==> config.mk <==
export PLATFORM = sky130hd
export DESIGN_NAME = run_stream_gen
export DESIGN_NICKNAME = d
export VERILOG_FILES = /design/src/rtl/run_stream_gen.sv
export SDC_FILE = /design/constraint.sdc
export NUM_CORES = 1
export LEC_CHECK = 0
export BUFFER_PORTS_ARGS = -buffer_cell sky130_fd_sc_hd__buf_4
export CELL_PAD_IN_SITES_DETAIL_PLACEMENT = 0
export CELL_PAD_IN_SITES_GLOBAL_PLACEMENT = 1
export CORE_MARGIN = 4
export CORE_UTILIZATION = 33
export CTS_CLUSTER_DIAMETER = 50
export CTS_CLUSTER_SIZE = 16
export DETAILED_ROUTE_END_ITERATION = 7
export HOLD_SLACK_MARGIN = 0.12
export PLACE_DENSITY_LB_ADDON = 0.25
export SETUP_SLACK_MARGIN = 0.3
export SYNTH_ARGS = -nofsm -noshare
export SYNTH_HDL_FRONTEND = slang
export SYNTH_SLANG_ARGS = --single-unit
==> constraint.sdc <==
create_clock -name clk -period 1.99 [get_ports clk]
set_clock_uncertainty 0.15 [all_clocks]
set_input_delay 0.398 -clock clk [delete_from_list [all_inputs] [get_ports clk]]
set_output_delay 0.398 -clock clk [all_outputs]
set_load 0.05 [all_outputs]
==> src/rtl/run_stream_gen.sv <==
// Serial run-length stream source: (bit, length) commands in over valid/ready, one bit per clk out.
// Define RUN_STREAM_GEN_MODEL_Z_EN to add z_exp, a four-equal-bits detector model watching w.
module run_stream_gen #(
    parameter int unsigned LEN_W      = 4,
    parameter logic        IDLE_LEVEL = 1'b0
`ifdef RUN_STREAM_GEN_MODEL_Z_EN
    ,
    parameter int unsigned RUN_TH     = 4
`endif
) (
    input  logic             clk,
    input  logic             aclr,
    input  logic             cmd_valid,
    input  logic             cmd_bit,
    input  logic [LEN_W-1:0] cmd_len,
    output logic             cmd_ready,
    input  logic             abort,
    output logic             w,
    output logic             w_valid,
    output logic             busy,
    output logic             done
`ifdef RUN_STREAM_GEN_MODEL_Z_EN
    ,
    output logic             z_exp
`endif
);

    typedef enum logic {StIdle = 1'b0, StSend = 1'b1} state_e;

    state_e           state_q, state_d;
    logic [LEN_W-1:0] cnt_q, cnt_d;
    logic             b_q, b_d;
    logic             w_q, w_d;
    logic             w_valid_q, w_valid_d;
    logic             busy_q, busy_d;
    logic             done_q, done_d;
    logic             last_cycle, accept, load;

    // Reload is only possible at cnt==1, so the counter can never wrap.
    assign last_cycle = (state_q == StSend) && (cnt_q == LEN_W'(1));
    assign cmd_ready  = !abort && ((state_q == StIdle) || last_cycle);
    assign accept     = cmd_valid && cmd_ready;
    assign load       = accept && (cmd_len != '0);

    always_ff @(posedge clk or negedge aclr) begin
        if (!aclr) begin
            state_q   <= StIdle;
            cnt_q     <= '0;
            b_q       <= 1'b0;
            w_q       <= IDLE_LEVEL;
            w_valid_q <= 1'b0;
            busy_q    <= 1'b0;
            done_q    <= 1'b0;
        end else begin
            state_q   <= state_d;
            cnt_q     <= cnt_d;
            b_q       <= b_d;
            w_q       <= w_d;
            w_valid_q <= w_valid_d;
            busy_q    <= busy_d;
            done_q    <= done_d;
        end
    end

    always_comb begin
        state_d = state_q;
        cnt_d   = cnt_q;
        b_d     = b_q;
        case (state_q)
            StIdle: begin
                if (load) begin
                    state_d = StSend;
                    cnt_d   = cmd_len;
                    b_d     = cmd_bit;
                end
            end
            StSend: begin
                if (abort) begin
                    state_d = StIdle;
                    cnt_d   = '0;
                end else if (load) begin
                    cnt_d = cmd_len;
                    b_d   = cmd_bit;
                end else if (last_cycle) begin
                    state_d = StIdle;
                    cnt_d   = '0;
                end else begin
                    cnt_d = cnt_q - LEN_W'(1);
                end
            end
            default: state_d = StIdle;
        endcase
    end

    always_comb begin
        w_d       = (state_d == StSend) ? b_d : IDLE_LEVEL;
        w_valid_d = (state_d == StSend);
        busy_d    = (state_d == StSend);
        // A null command or a finishing run pulses done; abort suppresses it.
        done_d    = !abort && (((state_q == StIdle) && accept && (cmd_len == '0)) || last_cycle);
    end

    assign w       = w_q;
    assign w_valid = w_valid_q;
    assign busy    = busy_q;
    assign done    = done_q;

`ifdef RUN_STREAM_GEN_MODEL_Z_EN
    localparam int unsigned RcW = $clog2(RUN_TH + 1);

    logic           last_q;
    logic [RcW-1:0] runc_q, runc_d;
    logic           z_q;

    // runc==0 marks "no sample yet since reset".
    always_comb begin
        if (runc_q == '0) begin
            runc_d = RcW'(1);
        end else if (w_q == last_q) begin
            runc_d = (runc_q >= RcW'(RUN_TH)) ? runc_q : runc_q + RcW'(1);
        end else begin
            runc_d = RcW'(1);
        end
    end

    always_ff @(posedge clk or negedge aclr) begin
        if (!aclr) begin
            last_q <= 1'b0;
            runc_q <= '0;
            z_q    <= 1'b0;
        end else begin
            last_q <= w_q;
            runc_q <= runc_d;
            z_q    <= (runc_d >= RcW'(RUN_TH));
        end
    end

    assign z_exp = z_q;
`endif

endmodule
==> impl_metrics.py <==
metrics = {
    "run_status": {
        "status": "finished, violations left",
        "failed_checks": "setup timing",
    },
    "cts": {
        "cts_tree": "built",
        "cts_root_buf": "sky130_fd_sc_hd__clkbuf_4",
        "numClockSinks": 8,
        "insertion_delay_ns": 0.25,
        "max-clock-path-buffers": 2,
        "cts.clk_slew.worst_paths_ns": 0.06,
        "cts-buffers-inserted": 3,
        "htreeDepth": 1,
    },
    "grt": {
        "global_route.usage.total": 0.1303,
        "grt_pass1_vias": 484,
        "grt_antenna_before_repair": 0,
        "grt_start_max_net_pins": 15,
        "globalRoute.totalOverflow": 0,
        "grt_pass1_wl_um": 2063,
    },
    "route": {
        "num_vias": 507,
        "drt_wl_total_um": 1459,
        "drt-wirelength-per-cell_um": 15.69,
        "post-route-drc-count": 0,
        "detail_route.vias_per_cell": 5.452,
        "detail_route.first_pass.iterations": 4,
        "detail-route-antenna-nets": 0,
        "detailedRoute.firstIterationViolations": 14,
    },
    "die": {
        "placeableCoreArea_mm2": 0.001506,
        "die_x_um": 48,
        "full_die_area_mm2": 0.002304,
        "io_pins": 14,
        "die_y_um": 48,
        "initial_utilization": 0.3505,
        "fp-row-count": 14,
    },
    "cells_and_area": {
        "layout_cells_sized_above_1": 0.5584,
        "antenna_cells": 0,
        "num-nets-final": 89,
        "finalInstanceArea_um2": 845.8,
        "flow.area_growth_from_synthesis_pct": 60.19,
        "finish.utilization": 0.5615,
    },
    "setup_path": {
        "crit_path_max_fanout": 2,
        "worst_reg2reg_setup_slack_ns": -0.07,
        "timing.critical_path.from_type": "flip-flop",
        "timing_worst_setup_path_type": "reg2out",
        "crit_required_ns": 1.44,
        "endpoint_kind": "output pin",
        "launching_point_of_the_worst_reg2reg_path": "cnt_q[1]",
        "regToRegEndpoint": "b_q",
        "worstPathArrival_ns": 1.55,
        "worst_case_reg_to_reg_path_depth": 7,
    },
    "logic_synthesis": {
        "post_synth_most_frequent_cells": "sky130_fd_sc_hd__dfrtp_1 (8), sky130_fd_sc_hd__inv_1 (3)",
        "number_of_flops_mapped_to_enable_cells_by_yosys": 0,
        "synth_top_cell_by_area": "sky130_fd_sc_hd__dfrtp_1",
        "synth_seq_area_share": 0.3791,
        "yosys.cell_types.count": 31,
        "syn_avg_cell_area_um2": 10.56,
        "synth_top_cell_area_share": 0.3791,
        "synth_area_leaders": "sky130_fd_sc_hd__dfrtp_1 (38%), sky130_fd_sc_hd__o41ai_4 (5.2%), sky130_fd_sc_hd__a211oi_2 (4.7%)",
        "synthMostInstantiatedCell": "sky130_fd_sc_hd__dfrtp_1",
        "syn-num-nets": 61,
        "yosysWarningCount": 0,
        "syn-cell-area_um2": 528.0,
        "synth.ff_latch_count": 8,
        "asyncSetResetFlopFracSynth": 1.000,
        "synth_cells": 50,
        "ys.flop_type": "sky130_fd_sc_hd__dfrtp_1",
    },
    "power_and_ir_drop": {
        "design_power_total_mw": 0.9298,
        "irDropWorstVdd_mv": 0.5795,
        "power_density_mw_per_mm2": 1099,
        "power_leakage_nw": 0.3581,
    },
    "sta": {
        "grt_setup_unrepaired": "true",
        "final_period_minus_worst_setup_slack_ns": 2.103,
        "final.setup.tns_ns": -0.2332,
        "setup_violations": 4,
        "worst_hold_slack_ns": 0.2333,
        "tightest_slew_ns": 0.6566,
        "min_period_over_period": 1.057,
        "timing.slew.headroom": 0.5608,
        "slew_viols_final": 0,
        "timing_hold_violations_final": 0,
        "highest_clock_rate_mhz": 475.5,
        "final_critical_path_setup_slack_ns": -0.1129,
    },
    "place": {
        "post_dp_cell_area_um2": 690.7,
        "detailed_place_hpwl_um": 937.8,
        "place.port_buffers": 13,
        "gpl.final_weighted_congestion": 0.7928,
    },
    "flow_run": {
        "maxCapViolations": 0,
    },
    "min_path": {
        "min-delay-start": "cmd_bit",
        "min_path_cells": 2,
        "hold_path.class": "in2reg",
        "min_delay_worst_endpoint": "w",
    },
}
report_power, final:
part	switching (mW)	internal [mW]	leakage [nW]
clock network	0.0607	0.0770	0.0150
logic	0.248	0.263	0.244
registers	0.0619	0.219	0.0992
total	0.371	0.559	0.358
critical path, stage by stage, from the launching register on:
cell and delay (ns):
sky130_fd_sc_hd__dfrtp_1 0.38, sky130_fd_sc_hd__inv_2 0.08, sky130_fd_sc_hd__ha_4 0.12, sky130_fd_sc_hd__or3b_4 0.39, sky130_fd_sc_hd__a21oi_4 0.16, sky130_fd_sc_hd__buf_6 0.17
area by class of cell:
| cell class | instances | area [um2] |
|---|---|---|
| repair buffers | 27 | 212.7 |
| clock buffers | 4 | 26.28 |
| fillers | 127 | 660.6 |
| flip-flops and latches | 8 | 203.9 |
| multi-input cells | 35 | 371.6 |
| inverters | 3 | 11.26 |
| well taps | 16 | 20.02 |
sequential cells by signal (all words and copies together) (netlist names):
| signal | flops |
|---|---|
| b_q | 1 |
| busy | 1 |
| cnt_q | 4 |
| done | 1 |
| w | 1 |
repair_timing:
action	CTS	global route
endpoints found under the hold margin	8	0
endpoints found under the setup margin	8	10
hold buffers	1	0
gates resized for setup	9	8
pin swaps	1	6
setup buffers	4	1
gates cloned	0	0
per-stage QoR:
stage,cells,setup WS [ns]
2_1_floorplan,50,0.01679
3_3_place_gp,83,-0.1737
3_5_place_dp,83,-0.1261
4_1_cts,92,-0.1260
5_1_grt,93,-0.1826
6_report,93,-0.1129
worst max-delay path by stage:
stage / from / endpoint / slack [ns] / depth (start not counted)
after detailed placement: cnt_q[1] / cnt_q[2] / -0.13 / 6
after global routing: cnt_q[1] / cmd_ready / -0.18 / 5
after floorplan: cnt_q[1] / cmd_ready / 0.02 / 5
final: cnt_q[1] / cmd_ready / -0.11 / 5
after global placement: cnt_q[1] / cnt_q[2] / -0.17 / 6
after CTS: cnt_q[1] / cmd_ready / -0.13 / 5
logic make-up (layout without fill, tap and decap cells):
logic type,count (synthesis),count (layout),synth area share
compound gates,16,16,0.2867
simple gates,16,16,0.1920
flops,8,8,0.3791
buf+inv,7,34,0.07345
fa+ha+maj,2,2,0.04739
mux,1,1,0.02133
metal layers:
metal / part of all wire / GRT usage / vias up / wire [um]
met4: 0.013 / 0.06452 / 0 / 19
met2: 0.48 / 0.2111 / 16 / 702
met5: 0 / 0 / - / 0
met3: 0.053 / 0.01128 / 2 / 77
met1: 0.45 / 0.1715 / 244 / 659
li1: - / - / 245 / -
cells in the final DEF, fill, tap and decap left out, drive strengths merged, types with 2 or more instances in the layout:
master   instances
buf             26
dfrtp            8
a221o            2
a211oi           2
a21oi            2
inv              3
nand2            2
or4b             2
a2111oi          2
nor2b            2
a31oi            2
nor3             2
ha               2
o21ai            2
clkbuf           4
Note: power is estimated with default switching activity, not from simulation.
